--- src/rtl/sbus_tx_pkg.sv ---
// Shared SBUS constants, FSM state types and parity helper for the SBUS TX path.
// Optional build macro SBUS_TX_INVERT_EN (used by sbus_tx) selects true inverted SBUS line polarity.
package sbus_tx_pkg;

  localparam logic [7:0] SBUS_HEADER        = 8'h0F;
  localparam logic [7:0] SBUS_FOOTER        = 8'h00;
  localparam int         SBUS_NUM_CH        = 16;
  localparam int         SBUS_CH_BITS       = 11;
  localparam int         SBUS_FRAME_BYTES   = 25;
  localparam int         SBUS_BITS_PER_BYTE = 12;
  localparam int         SBUS_BAUD          = 100_000;

  localparam int SBUS_CH_W   = SBUS_NUM_CH * SBUS_CH_BITS;
  localparam int SBUS_SNAP_W = SBUS_FRAME_BYTES * 8;

  typedef enum logic [2:0] {
    BT_IDLE,
    BT_START,
    BT_DATA,
    BT_PARITY,
    BT_STOP1,
    BT_STOP2
  } byte_state_t;

  typedef enum logic [1:0] {
    FR_IDLE,
    FR_SEND,
    FR_FIN
  } frame_state_t;

  function automatic logic even_parity(input logic [7:0] d);
    return ^d;
  endfunction

endpackage

--- src/rtl/sbus_tx_byte.sv ---
// 8E2 byte serializer: start, 8 data bits LSB first, even parity, two stop bits,
// each held BIT_CYCLES clocks. A load in the last cycle of STOP2 chains the next byte with no gap.
module sbus_byte_tx
  import sbus_tx_pkg::*;
#(
  parameter int BIT_CYCLES = 1000
) (
  input  logic       clk,
  input  logic       rst,
  input  logic       load,
  input  logic [7:0] data,
  output logic       ready,
  output logic       done,
  output logic       tx_bit
);

  localparam int             CW      = $clog2(BIT_CYCLES);
  localparam logic [CW-1:0]  CNT_MAX = CW'(BIT_CYCLES - 1);

  byte_state_t   state, state_nxt;
  logic [CW-1:0] cnt;
  logic [2:0]    bit_idx;
  logic [7:0]    shreg;
  logic          par;
  logic          bit_end;
  logic          accept;

  assign bit_end = (cnt == '0);
  assign accept  = load && ready;

  always_ff @(posedge clk or posedge rst) begin
    if (rst) state <= BT_IDLE;
    else     state <= state_nxt;
  end

  // Down-counter reloads at 0, so each bit lasts exactly BIT_CYCLES clocks.
  always_ff @(posedge clk or posedge rst) begin
    if (rst) begin
      cnt     <= '0;
      bit_idx <= '0;
      shreg   <= '0;
      par     <= 1'b0;
    end else if (accept) begin
      cnt     <= CNT_MAX;
      bit_idx <= '0;
      shreg   <= data;
      par     <= even_parity(data);
    end else if (state != BT_IDLE) begin
      cnt <= bit_end ? CNT_MAX : cnt - 1'b1;
      if (state == BT_DATA && bit_end) bit_idx <= bit_idx + 1'b1;
    end
  end

  always_comb begin
    state_nxt = state;
    unique case (state)
      BT_IDLE:   if (load) state_nxt = BT_START;
      BT_START:  if (bit_end) state_nxt = BT_DATA;
      BT_DATA:   if (bit_end && bit_idx == 3'd7) state_nxt = BT_PARITY;
      BT_PARITY: if (bit_end) state_nxt = BT_STOP1;
      BT_STOP1:  if (bit_end) state_nxt = BT_STOP2;
      BT_STOP2:  if (bit_end) state_nxt = load ? BT_START : BT_IDLE;
      default:   state_nxt = BT_IDLE;
    endcase
  end

  always_comb begin
    ready  = (state == BT_IDLE) || (state == BT_STOP2 && bit_end);
    done   = (state == BT_STOP2) && bit_end;
    tx_bit = 1'b1;
    unique case (state)
      BT_IDLE:   tx_bit = 1'b1;
      BT_START:  tx_bit = 1'b0;
      BT_DATA:   tx_bit = shreg[bit_idx];
      BT_PARITY: tx_bit = par;
      BT_STOP1:  tx_bit = 1'b1;
      BT_STOP2:  tx_bit = 1'b1;
      default:   tx_bit = 1'b1;
    endcase
  end

endmodule

--- src/rtl/sbus_tx.sv ---
// SBUS frame transmitter: snapshots 16x11-bit channels + flags and sends a 25-byte 8E2 frame.
// Define SBUS_TX_INVERT_EN for true (inverted) SBUS line polarity; default is plain UART levels.
module sbus_tx
  import sbus_tx_pkg::*;
#(
  parameter int BASE_FREQ = 100_000_000,
  parameter int BAUD      = SBUS_BAUD
) (
  input  logic                 CLK,
  input  logic                 RESET,
  input  logic [SBUS_CH_W-1:0] CHANNELS,
  input  logic [3:0]           FLAGS,
  input  logic                 SEND,
  output logic                 READY,
  output logic                 DONE,
  output logic                 TX_OUT
);

  localparam int         BIT_CYCLES = BASE_FREQ / BAUD;
  localparam logic [4:0] LAST_BYTE  = 5'(SBUS_FRAME_BYTES - 1);

  if (BIT_CYCLES < 4) begin : g_bad_baud
    $error("sbus_tx: BASE_FREQ/BAUD must be at least 4");
  end

  frame_state_t           state, state_nxt;
  logic [SBUS_SNAP_W-1:0] snap;
  logic [4:0]             byte_idx;
  logic [4:0]             byte_idx_nxt;
  logic                   accept;
  logic                   more_bytes;
  logic                   byte_load;
  logic [7:0]             byte_data;
  logic                   byte_ready;
  logic                   byte_done;
  logic                   tx_bit;

  assign accept       = SEND && READY;
  assign more_bytes   = (state == FR_SEND) && byte_done && (byte_idx != LAST_BYTE);
  assign byte_idx_nxt = (byte_idx == LAST_BYTE) ? byte_idx : byte_idx + 1'b1;

  always_ff @(posedge CLK or posedge RESET) begin
    if (RESET) state <= FR_IDLE;
    else       state <= state_nxt;
  end

  // Whole frame is captured at accept so byte k is simply snap[8k +: 8].
  always_ff @(posedge CLK or posedge RESET) begin
    if (RESET) begin
      snap     <= '0;
      byte_idx <= '0;
    end else if (accept) begin
      snap     <= {SBUS_FOOTER, {4'b0000, FLAGS}, CHANNELS, SBUS_HEADER};
      byte_idx <= '0;
    end else if (more_bytes) begin
      byte_idx <= byte_idx_nxt;
    end
  end

  always_comb begin
    state_nxt = state;
    unique case (state)
      FR_IDLE: if (accept) state_nxt = FR_SEND;
      FR_SEND: if (byte_done && byte_idx == LAST_BYTE) state_nxt = FR_FIN;
      FR_FIN:  state_nxt = accept ? FR_SEND : FR_IDLE;
      default: state_nxt = FR_IDLE;
    endcase
  end

  // FIN also counts as ready so a held SEND restarts with no idle gap.
  always_comb begin
    READY     = ((state == FR_IDLE) || (state == FR_FIN)) && byte_ready;
    DONE      = (state == FR_FIN);
    byte_load = accept || more_bytes;
    byte_data = accept ? SBUS_HEADER : snap[{byte_idx_nxt, 3'b000} +: 8];
  end

  sbus_byte_tx #(
    .BIT_CYCLES(BIT_CYCLES)
  ) u_byte_tx (
    .clk    (CLK),
    .rst    (RESET),
    .load   (byte_load),
    .data   (byte_data),
    .ready  (byte_ready),
    .done   (byte_done),
    .tx_bit (tx_bit)
  );

`ifdef SBUS_TX_INVERT_EN
  assign TX_OUT = ~tx_bit;
`else
  assign TX_OUT = tx_bit;
`endif

endmodule
--- config.mk ---
export PLATFORM = sky130hd
export DESIGN_NAME = sbus_tx
export DESIGN_NICKNAME = d
export VERILOG_FILES = /design/src/rtl/sbus_tx_pkg.sv /design/src/rtl/sbus_tx_byte.sv /design/src/rtl/sbus_tx.sv
export SDC_FILE = /design/constraint.sdc
export NUM_CORES = 1
export LEC_CHECK = 0
export ABC_AREA = 1
export CAP_MARGIN = 20
export CORE_ASPECT_RATIO = 0.7
export CORE_MARGIN = 5
export CORE_UTILIZATION = 50
export DETAILED_ROUTE_END_ITERATION = 12
export GPL_TIMING_DRIVEN = 0
export PLACE_DENSITY = 0.77
export SLEW_MARGIN = 30
export SYNTH_ARGS = -nofsm -noshare
export SYNTH_HDL_FRONTEND = slang
export SYNTH_SLANG_ARGS = --single-unit
--- constraint.sdc ---
create_clock -name CLK -period 8.3 [get_ports CLK]
set_clock_uncertainty 0.05 [all_clocks]
set_input_delay 0.83 -clock CLK [delete_from_list [all_inputs] [get_ports CLK]]
set_output_delay 0.83 -clock CLK [all_outputs]
set_load 0.03 [all_outputs]
Word-level counts from Yosys, hierarchy flattened
Index checks and enable logic that the tools add are counted.
{"block": "totals", "reg_bits": 216, "input_bits": 183, "output_inout_bits": 3, "elab_cells": 79}
{"block": "op_classes", "addsub": 3, "order_cmp": 1, "eq_ne": 18, "shift": 1, "muxes": 25, "n_reduce_logical": 23}
{"operator": "200-bit by 9-bit indexed part select with 8-bit output", "n": 1}
{"operator": "10-bit 2-to-1 mux", "n": 3}
{"operator": "3-bit 2-to-1 mux", "n": 9}
{"operator": "3-bit one-hot mux with 6 select lines", "n": 1}
{"operator": "5-bit 2-to-1 mux", "n": 3}
{"operator": "2-bit by 1-bit inequality test with 1-bit output, second input constant", "n": 6}
{"operator": "10-bit logical NOT", "n": 1}
{"operator": "10-bit by 1-bit subtractor with 10-bit output, second input constant", "n": 1}
{"operator": "3-bit == test, second input constant", "n": 3}
{"operator": "1-bit logical AND", "n": 9}
{"operator": "8-bit 2-to-1 mux", "n": 1}
{"operator": "8-bit XOR reduction", "n": 1}
{"operator": "3-bit by 2-bit == test with 1-bit output, second input constant", "n": 2}
{"operator": "2-bit one-hot mux with 3 select lines", "n": 1}
{"operator": "6-bit AND reduction", "n": 1}
{"operator": "2-bit nonzero test", "n": 3}
{"operator": "5-bit by 1-bit adder with 5-bit output, second input constant", "n": 1}
{"operator": "5-bit == test, second input constant", "n": 1}
{"operator": "5-bit inequality test, second input constant", "n": 1}
{"operator": "3-bit by 4-bit less-than comparator with 1-bit output, second input constant", "n": 1}
{"operator": "2-bit 2-to-1 mux", "n": 2}
{"operator": "2-bit inequality test, second input constant", "n": 2}
{"operator": "2-bit AND reduction", "n": 2}
{"operator": "3-bit by 1-bit adder with 3-bit output, second input constant", "n": 1}
{"operator": "other kinds (10)", "n": 14}

Logic depth before layout (Yosys ltp)
Gate-level depths: netlist of run 1.
{"block": "depth", "ltp_word": 9, "mapped_depth": 25, "ltp_nobuf": 24}

Hierarchy
A second synthesis of run 1 with hierarchy kept.
{"block": "unflattened", "hier_cells": 1494, "area_unflattened_um2": 10890.4}
{"module": "sbus_tx", "n_inst": 1, "cells_each": 1263, "area_per_inst_um2": 9287.7, "seq_area_each_um2": 4704.5}
{"module": "sbus_byte_tx", "n_inst": 1, "cells_each": 231, "area_per_inst_um2": 1602.8, "seq_area_each_um2": 625.6}

Worst setup path after synthesis of run 1
OpenSTA, ideal clock, no wires.
{"block": "synth_path", "kind": "register -> register", "startpoint": "reg byte_idx[0]", "endpoint": "reg u_byte_tx.par", "setup_ps": 118, "t_arrival_ps": 2258, "required_time_ps": 8132, "path_slack_ps": 5874, "stages_incl_launch_ff": 19, "path_buffers": 2, "period_less_slack_ps": 2426, "cell_sequence": "dfrtp_1 inv_2 ha_1 buf_2 clkinv_1 clkbuf_1 nand3_1 nand3_1 nand2_1 o21ai_0 nand2_1 nand2_1 inv_2 nor2_2 nand2_1 nand2_1 nand2_1 nand3_1 nand2_1"}
{"block": "synth_via", "elab_chain_cells": 5, "word_cells_on_any_way": 10, "cone_classes": "1 x add/sub; 2 x eq/ne; 1 x shift; 2 x mux; 4 x reduce/logical"}
{"item": "start: declaration", "line": "sbus_tx.sv:28", "rtl": "logic [4:0] byte_idx;"}
{"item": "start signal: assignment", "line": "sbus_tx.sv:56", "rtl": "byte_idx <= byte_idx_nxt;"}
{"item": "5-bit by 1-bit adder with 5-bit output or 5-bit == test (tied branches)", "line": "sbus_tx.sv:40", "rtl": "assign byte_idx_nxt = (byte_idx == LAST_BYTE) ? byte_idx : byte_idx + 1'b1;"}
{"item": "5-bit 2-to-1 mux", "line": "sbus_tx.sv:40"}
{"item": "200-bit by 9-bit indexed part select with 8-bit output", "line": "sbus_tx.sv:75", "rtl": "byte_data = accept ? SBUS_HEADER : snap[{byte_idx_nxt, 3'b000} +: 8];"}
{"item": "8-bit 2-to-1 mux", "line": "sbus_tx.sv:75"}
{"item": "8-bit XOR reduction", "line": "sbus_tx_pkg.sv:32", "rtl": "return ^d;"}
{"item": "end signal: assignment", "line": "sbus_tx_byte.sv:47", "rtl": "par <= even_parity(data);"}
{"item": "end: declaration", "line": "sbus_tx_byte.sv:24", "rtl": "logic par;"}
Parallel ways exist; a longest one is shown, timed or not.
A chain may end at the register's enable or synchronous reset.

Final worst setup path of run 1
Ends and elaborated chain as after synthesis.

==> results of run 1 <==
[path summary, 6_finish.rpt]
path                        startpoint                to  slack, ns  depth (start not counted)
min in group asynchronous        RESET         snap[128]       0.71                          2
min reg2reg                    snap[3]           snap[3]       0.42                          2
max                        byte_idx[0]     u_byte_tx.par       4.84                         19
min                            snap[3]           snap[3]       0.42                          2
max reg2reg                byte_idx[0]     u_byte_tx.par       4.84                         19
max in group asynchronous        RESET  u_byte_tx.cnt[2]       6.72                          3
[stage by stage]
step | setup TNS [ns] | utilization | cell area, um2 | hold slack (ns) | instances
5_1_grt | 0 | 0.651 | 13600 | 0.436 | 1777
2_1_floorplan | 0 | - | 10700 | 0.382 | 1279
6_report | 0 | 0.651 | 13600 | 0.423 | 1777
3_5_place_dp | 0 | 0.619 | 12900 | 0.407 | 1742
3_3_place_gp | -211.09 | 0.616 | 12900 | 0.399 | 1740
4_1_cts | 0 | 0.651 | 13600 | 0.423 | 1777
[state kept, by name, indices dropped and copies added (netlist names)]
name and count:
u_byte_tx.cnt 10, snap 181, byte_idx 5, state 2, u_byte_tx.state 3, u_byte_tx.bit_idx 3, u_byte_tx.shreg 8, u_byte_tx.par 1
[layout by cell type, fill, tap and decap left out, types with 25 or more instances in the layout]
cell type,instances
nand3_1,158
nand2_1,269
buf_2,25
nor2_1,128
dfrtp_1,213
o21ai_0,32
mux2_2,78
clkdlybuf4s50_1,185
inv_1,144
a21oi_1,116
[cell families after synthesis]
| logic type | after synthesis | share of synthesized area |
|---|---|---|
| buf+inv | 221 | 0.0860 |
| fa+ha+maj | 6 | 0.00704 |
| xor+xnor | 2 | 0.00235 |
| simple gates | 591 | 0.238 |
| mux | 78 | 0.0824 |
| compound gates | 168 | 0.0841 |
| flops | 213 | 0.500 |
[worst register-to-register path, cell delays in order (launching register included)]
cell and delay (ns):
dfrtp_1 0.49, inv_2 0.15, ha_1 0.22, nand2_1 0.07, inv_2 0.06, nand2_4 0.12, nand2_2 0.19, inv_2 0.24
buf_1 0.61, nand3_1 0.18, nand3_1 0.16, nand2_1 0.13, a21oi_2 0.20, nand2_1 0.08, nand2_1 0.09, nand2_1 0.06
nand2_1 0.05, nand2_1 0.05, nand3_1 0.09, nand2_1 0.07
[layer usage]
layer / vias up / GRT usage
met2: 553 / 0.380
met1: 4618 / 0.403
met5: - / 0
met4: 0 / 0.0764
li1: 4539 / -
met3: 75 / 0.0860
[cell type report]
cell class	count	share of cell area
Buffer	66	0.0247
Multi-Input combinational cell	845	0.325
Clock buffer	32	0.0478
Inverter	155	0.0434
Sequential cell	213	0.392
Timing Repair Buffer	187	0.140
Tap cell	276	0.0254
Clock inverter	3	0.00129
[power breakdown]
group | switching (uW) | internal, uW
sequential | 0 | 1040
combinational | 40.4 | 78.0
clock | 395 | 538
==> results.json, run 1 <==
{
  "status": "completed",
  "clock_sinks": 213,
  "synth_top_area_frac": 0.500,
  "drive_gt1_frac": 0.117,
  "dr.pass1.iters": 6,
  "overflow": 0,
  "synth-seq-area-share": 0.500,
  "htreeDepth": 1,
  "via_per_inst": 5.51,
  "drtIter0Drc": 1115,
  "timing_hold_violations_final": 0,
  "ir_drop_mv": 0.113,
  "ys_types": 40,
  "drt-wirelength-per-cell_um": 18.8,
  "cp_slowest_cell": "buf_1",
  "clk_latency_ns": 0.51,
  "ios": 186,
  "yosys-top-cells-count": "269 x nand2_1, 213 x dfrtp_1, 158 x nand3_1",
  "hold_path_class": "reg -> reg",
  "dr_wl_met2_um": 13700,
  "avgSynthCellArea_um2": 8.34,
  "setup_viol": 0,
  "cts_hold_buffers": 0,
  "ff_latch_area_um2": 5330,
  "synth_area_leaders": "dfrtp_1 50%, nand2_1 9.5%, mux2_2 8.2%",
  "crit_chain": "inv_2 > ha_1 > nand2_1 > inv_2 > nand2_4 > nand2_2 > inv_2 > buf_1 > nand3_1 > nand3_1 > nand2_1 > a21oi_2 > nand2_1 > nand2_1 > nand2_1 > nand2_1 > nand2_1 > nand3_1 > nand2_1",
  "grt_pass1_vias": 9681,
  "dr_total_vias": 9785,
  "drv_cap": 0,
  "gp_congestion": 0.969,
  "fill_cells": 1701,
  "post_cts_buffers": 0,
  "relSlewSlack": 0.436,
  "worst_pin_slew_ns": 0.847,
  "cp.required_ns": 8.64,
  "cts_resized": 0,
  "end_kind": "register",
  "crit_top_cell": "nand2_1",
  "worstPathArrival_ns": 3.80,
  "p_leak_uw": 0.00672,
  "cts_buffers": 22,
  "clock-root-buffer": "clkbuf_16",
  "dpl_worst_slack_ns": 4.74,
  "cp_num_buf_inv": 4,
  "start_util": 0.511,
  "fin_ws_ns": 4.84,
  "synth_seq_cells": 213,
  "die_w_um": 185,
  "power.density_nw_per_um2": 154,
  "dpl.hpwl_um": 24700,
  "fin_crit_ns": 3.46,
  "wl_um": 33400,
  "rsz0062_at_grt": "false",
  "grt_max_degree": 82,
  "grt_util_all_layers": 0.271,
  "cp_max_fo": 10,
  "cts_buffer_depth": 3,
  "synth_edf_count": 0,
  "yosysMostFrequentCell": "nand2_1",
  "synth_warnings": 0,
  "clk_pin_slew_ns": 0.06,
  "dr.max_layer_used": "met4",
  "ant_nets": 0,
  "syn_to_final_growth_pct": 27.4,
  "yosysTopAreaCell": "dfrtp_1",
  "syn-num-nets": 1468,
  "slowest_delay_ns": 0.61,
  "dieHeight_um": 132,
  "crit_path_start_kind": "register",
  "crit_family": "simple AND/OR/NAND/NOR gates",
  "cts_tree": "built",
  "antenna_found_initial": 0,
  "rows": 44,
  "diodes": 0,
  "postSynthCellCount": 1279,
  "die_area_um2": 24400,
  "yosys_most_used_dff": "dfrtp_1",
  "grt_pass1_wl_um": 51900,
  "multi_input_area_um2": 4420,
  "coreArea_um2": 20900,
  "drt-met1-wl_um": 14500,
  "drc": 0,
  "timing.fmax_mhz": 289,
  "fin_nets": 1679,
  "wl_met3_um": 4220,
  "io_buffers": 185,
  "p_total_uw": 2090,
  "synth_area_um2": 10700,
  "crit_type": "reg -> reg",
  "period_share": 0.417,
  "synthArstFlopShare": 1.00,
  "finalMaxSlewViolations": 0
}
(Power assumes the default switching activity.)
==> run 2, diff against run 1 <==
--- a/config.mk
+++ b/config.mk
@@ -9,10 +9,10 @@
 export CAP_MARGIN = 20
 export CORE_ASPECT_RATIO = 0.7
 export CORE_MARGIN = 5
-export CORE_UTILIZATION = 50
+export CORE_UTILIZATION = 48
 export DETAILED_ROUTE_END_ITERATION = 12
 export GPL_TIMING_DRIVEN = 0
-export PLACE_DENSITY = 0.77
+export PLACE_DENSITY = 0.78
 export SLEW_MARGIN = 30
 export SYNTH_ARGS = -nofsm -noshare
 export SYNTH_HDL_FRONTEND = slang
==> constraint.sdc (replaced) <==
create_clock -name CLK -period 3 [get_ports CLK]
set_clock_uncertainty 0.05 [all_clocks]
set_input_delay 0.3 -clock CLK [delete_from_list [all_inputs] [get_ports CLK]]
set_output_delay 0.3 -clock CLK [all_outputs]
set_load 0.03 [all_outputs]
==> results.json, run 2 (same netlist as run 1, synthesis figures left out) <==
{
  "clock-root-buffer": "clkbuf_16",
  "drive_gt1_frac": 0.137,
  "drv_cap": 0,
  "ir_drop_mv": 0.328,
  "drc": 0,
  "via_per_inst": 5.59,
  "die_w_um": 188,
  "end_kind": "register",
  "crit_type": "reg -> reg",
  "status": "completed",
  "drtIter0Drc": 1436,
  "ios": 186,
  "diodes": 0,
  "clk_pin_slew_ns": 0.07,
  "crit_path_start_kind": "register",
  "top_regs": "snap (181), u_byte_tx.cnt (10), u_byte_tx.shreg (8)",
  "clkPwrFrac": 0.452,
  "power.density_nw_per_um2": 422,
  "drt-wirelength-per-cell_um": 19.4,
  "grt_pass1_vias": 9974,
  "placed_area_um2": 13000,
  "overflow": 0,
  "rsz0062_at_grt": "true",
  "hold_path_class": "in -> async",
  "dr.pass1.iters": 6,
  "cts_buffers": 21,
  "timing.fmax_mhz": 344,
  "grt_pass1_wl_um": 54100,
  "cp.required_ns": 3.36,
  "worst_pin_slew_ns": 0.912,
  "period_share": 0.968,
  "internal_power_uw": 4620,
  "dieHeight_um": 135,
  "htreeDepth": 1,
  "relSlewSlack": 0.392,
  "cts_buffer_depth": 3,
  "finalMaxSlewViolations": 0,
  "stdcell_count": 1792,
  "cp_max_fo": 10,
  "clock_sinks": 213,
  "crit_chain": "inv_6 > ha_1 > nand2_1 > inv_4 > nand2_8 > nand2_4 > nand2_4 > buf_6 > buf_8 > nand2_1 > nand3_1 > nand3_1 > nand3_1 > nand2_2 > nand2_1 > nand2_1 > nand2_1 > nand2_1 > nand2_1 > nand2_1 > nand2_1 > nand3_1 > nand2_1",
  "largest_reg_flops": 181,
  "p_total_uw": 5870,
  "coreArea_um2": 21800,
  "p_sw_frac": 0.213,
  "clk_latency_ns": 0.52,
  "dpl.hpwl_um": 25800,
  "gp_congestion": 0.985,
  "fin_nets": 1686,
  "cp_slowest_cell": "dfrtp_2",
  "p_leak_uw": 0.00686,
  "syn_to_final_growth_pct": 30.5,
  "wl_um": 34700,
  "grt_max_degree": 31,
  "rows": 45,
  "stdcell_area_um2": 13900,
  "place_inst": 1754,
  "die_area_um2": 25300,
  "top_register": "snap",
  "timing_hold_violations_final": 0,
  "crit_top_cell": "nand2_1",
  "layout_commonest_cell": "nand2_1",
  "power_frac_seq": 0.489,
  "dr_total_vias": 10000,
  "cts_tree": "built",
  "comb_power_share": 0.059,
  "setup_viol": 0,
  "layout_common_cells": "264 x nand2_1, 212 x dfrtp_1, 184 x clkdlybuf4s50_1",
  "grt_util_all_layers": 0.269,
  "slowest_delay_ns": 0.45,
  "antenna_found_initial": 0,
  "worstPathArrival_ns": 3.26,
  "switchingPower_uw": 1250,
  "ant_nets": 0,
  "io_buffers": 185,
  "fin_crit_ns": 2.90,
  "start_util": 0.489
}
==> run 2: layer usage <==
metal / vias to the layer above / share of wire / global-route usage / wire (um)
li1: 4565 / - / - / -
met1: 4737 / 0.43 / 0.388 / 14800
met2: 602 / 0.41 / 0.395 / 14300
met3: 107 / 0.13 / 0.0848 / 4390
met4: 0 / 0.033 / 0.0754 / 1160
met5: - / 0 / 0 / 0
==> run 2: cell type report <==
type	instances	area (um2)
fillers	1787	7870
flip-flops and latches	213	5330
multi-input cells	846	4500
repair buffers	194	2040
clock buffers	31	623
inverters	155	599
plain buffers	66	422
well taps	282	353
clock inverters	5	53.8
==> run 2: power groups by stage <==
| stage | Combinational [uW] | Clock, uW | Sequential, uW |
|---|---|---|---|
| final | 347 | 2660 | 2870 |
| after global placement | 318 | 0 | 2930 |
| after floorplan | 43.9 | 0 | 2930 |
| after detailed placement | 348 | 0 | 2930 |
| after CTS | 350 | 2660 | 2870 |
| after global routing | 372 | 2790 | 2870 |
==> run 2: metrics by stage <==
| step | hold slack, ns | setup WS [ns] | setup TNS (ns) | utilization |
|---|---|---|---|---|
| 4_1_cts | 0.172 | 0.00341 | 0 | 0.631 |
| 5_1_grt | 0.213 | -0.0681 | -0.0708 | 0.639 |
| 3_3_place_gp | 0.398 | -1.71 | -372.10 | 0.591 |
| 6_report | 0.165 | 0.0958 | 0 | 0.639 |
| 2_1_floorplan | 0.382 | -0.120 | -25.60 | - |
| 3_5_place_dp | 0.402 | -0.343 | -16.00 | 0.599 |
==> run 2: path summary, 6_finish.rpt <==
| kind | depth (start not counted) | endpoint | start | slack, ns |
|---|---|---|---|---|
| max in group asynchronous | 5 | snap[146] | RESET | 1.82 |
| min reg2reg | 1 | state[1] | state[1] | 0.42 |
| min | 2 | snap[21] | RESET | 0.17 |
| max | 23 | u_byte_tx.par | byte_idx[0] | 0.1 |
| min in group CLK | 3 | snap[153] | CHANNELS[145] | 0.31 |
| max reg2reg | 23 | u_byte_tx.par | byte_idx[0] | 0.1 |
==> run 2: worst max-delay path, delay by kind of cell, from the launching register on <==
family	cells	cell delay, ns
and+or+nand+nor	18	1.55
buffers and inverters	4	0.56
DFF	1	0.45
adders and majority gates	1	0.15
==> run 2: what timing repair did <==
action                                  in CTS  in global routing
pin swaps                                    0                  2
buffers inserted                             0                  1
resized for setup                           17                 48
endpoints found under the setup margin     104                 43
hold buffers                                 0                  0
gates cloned                                 0                  1
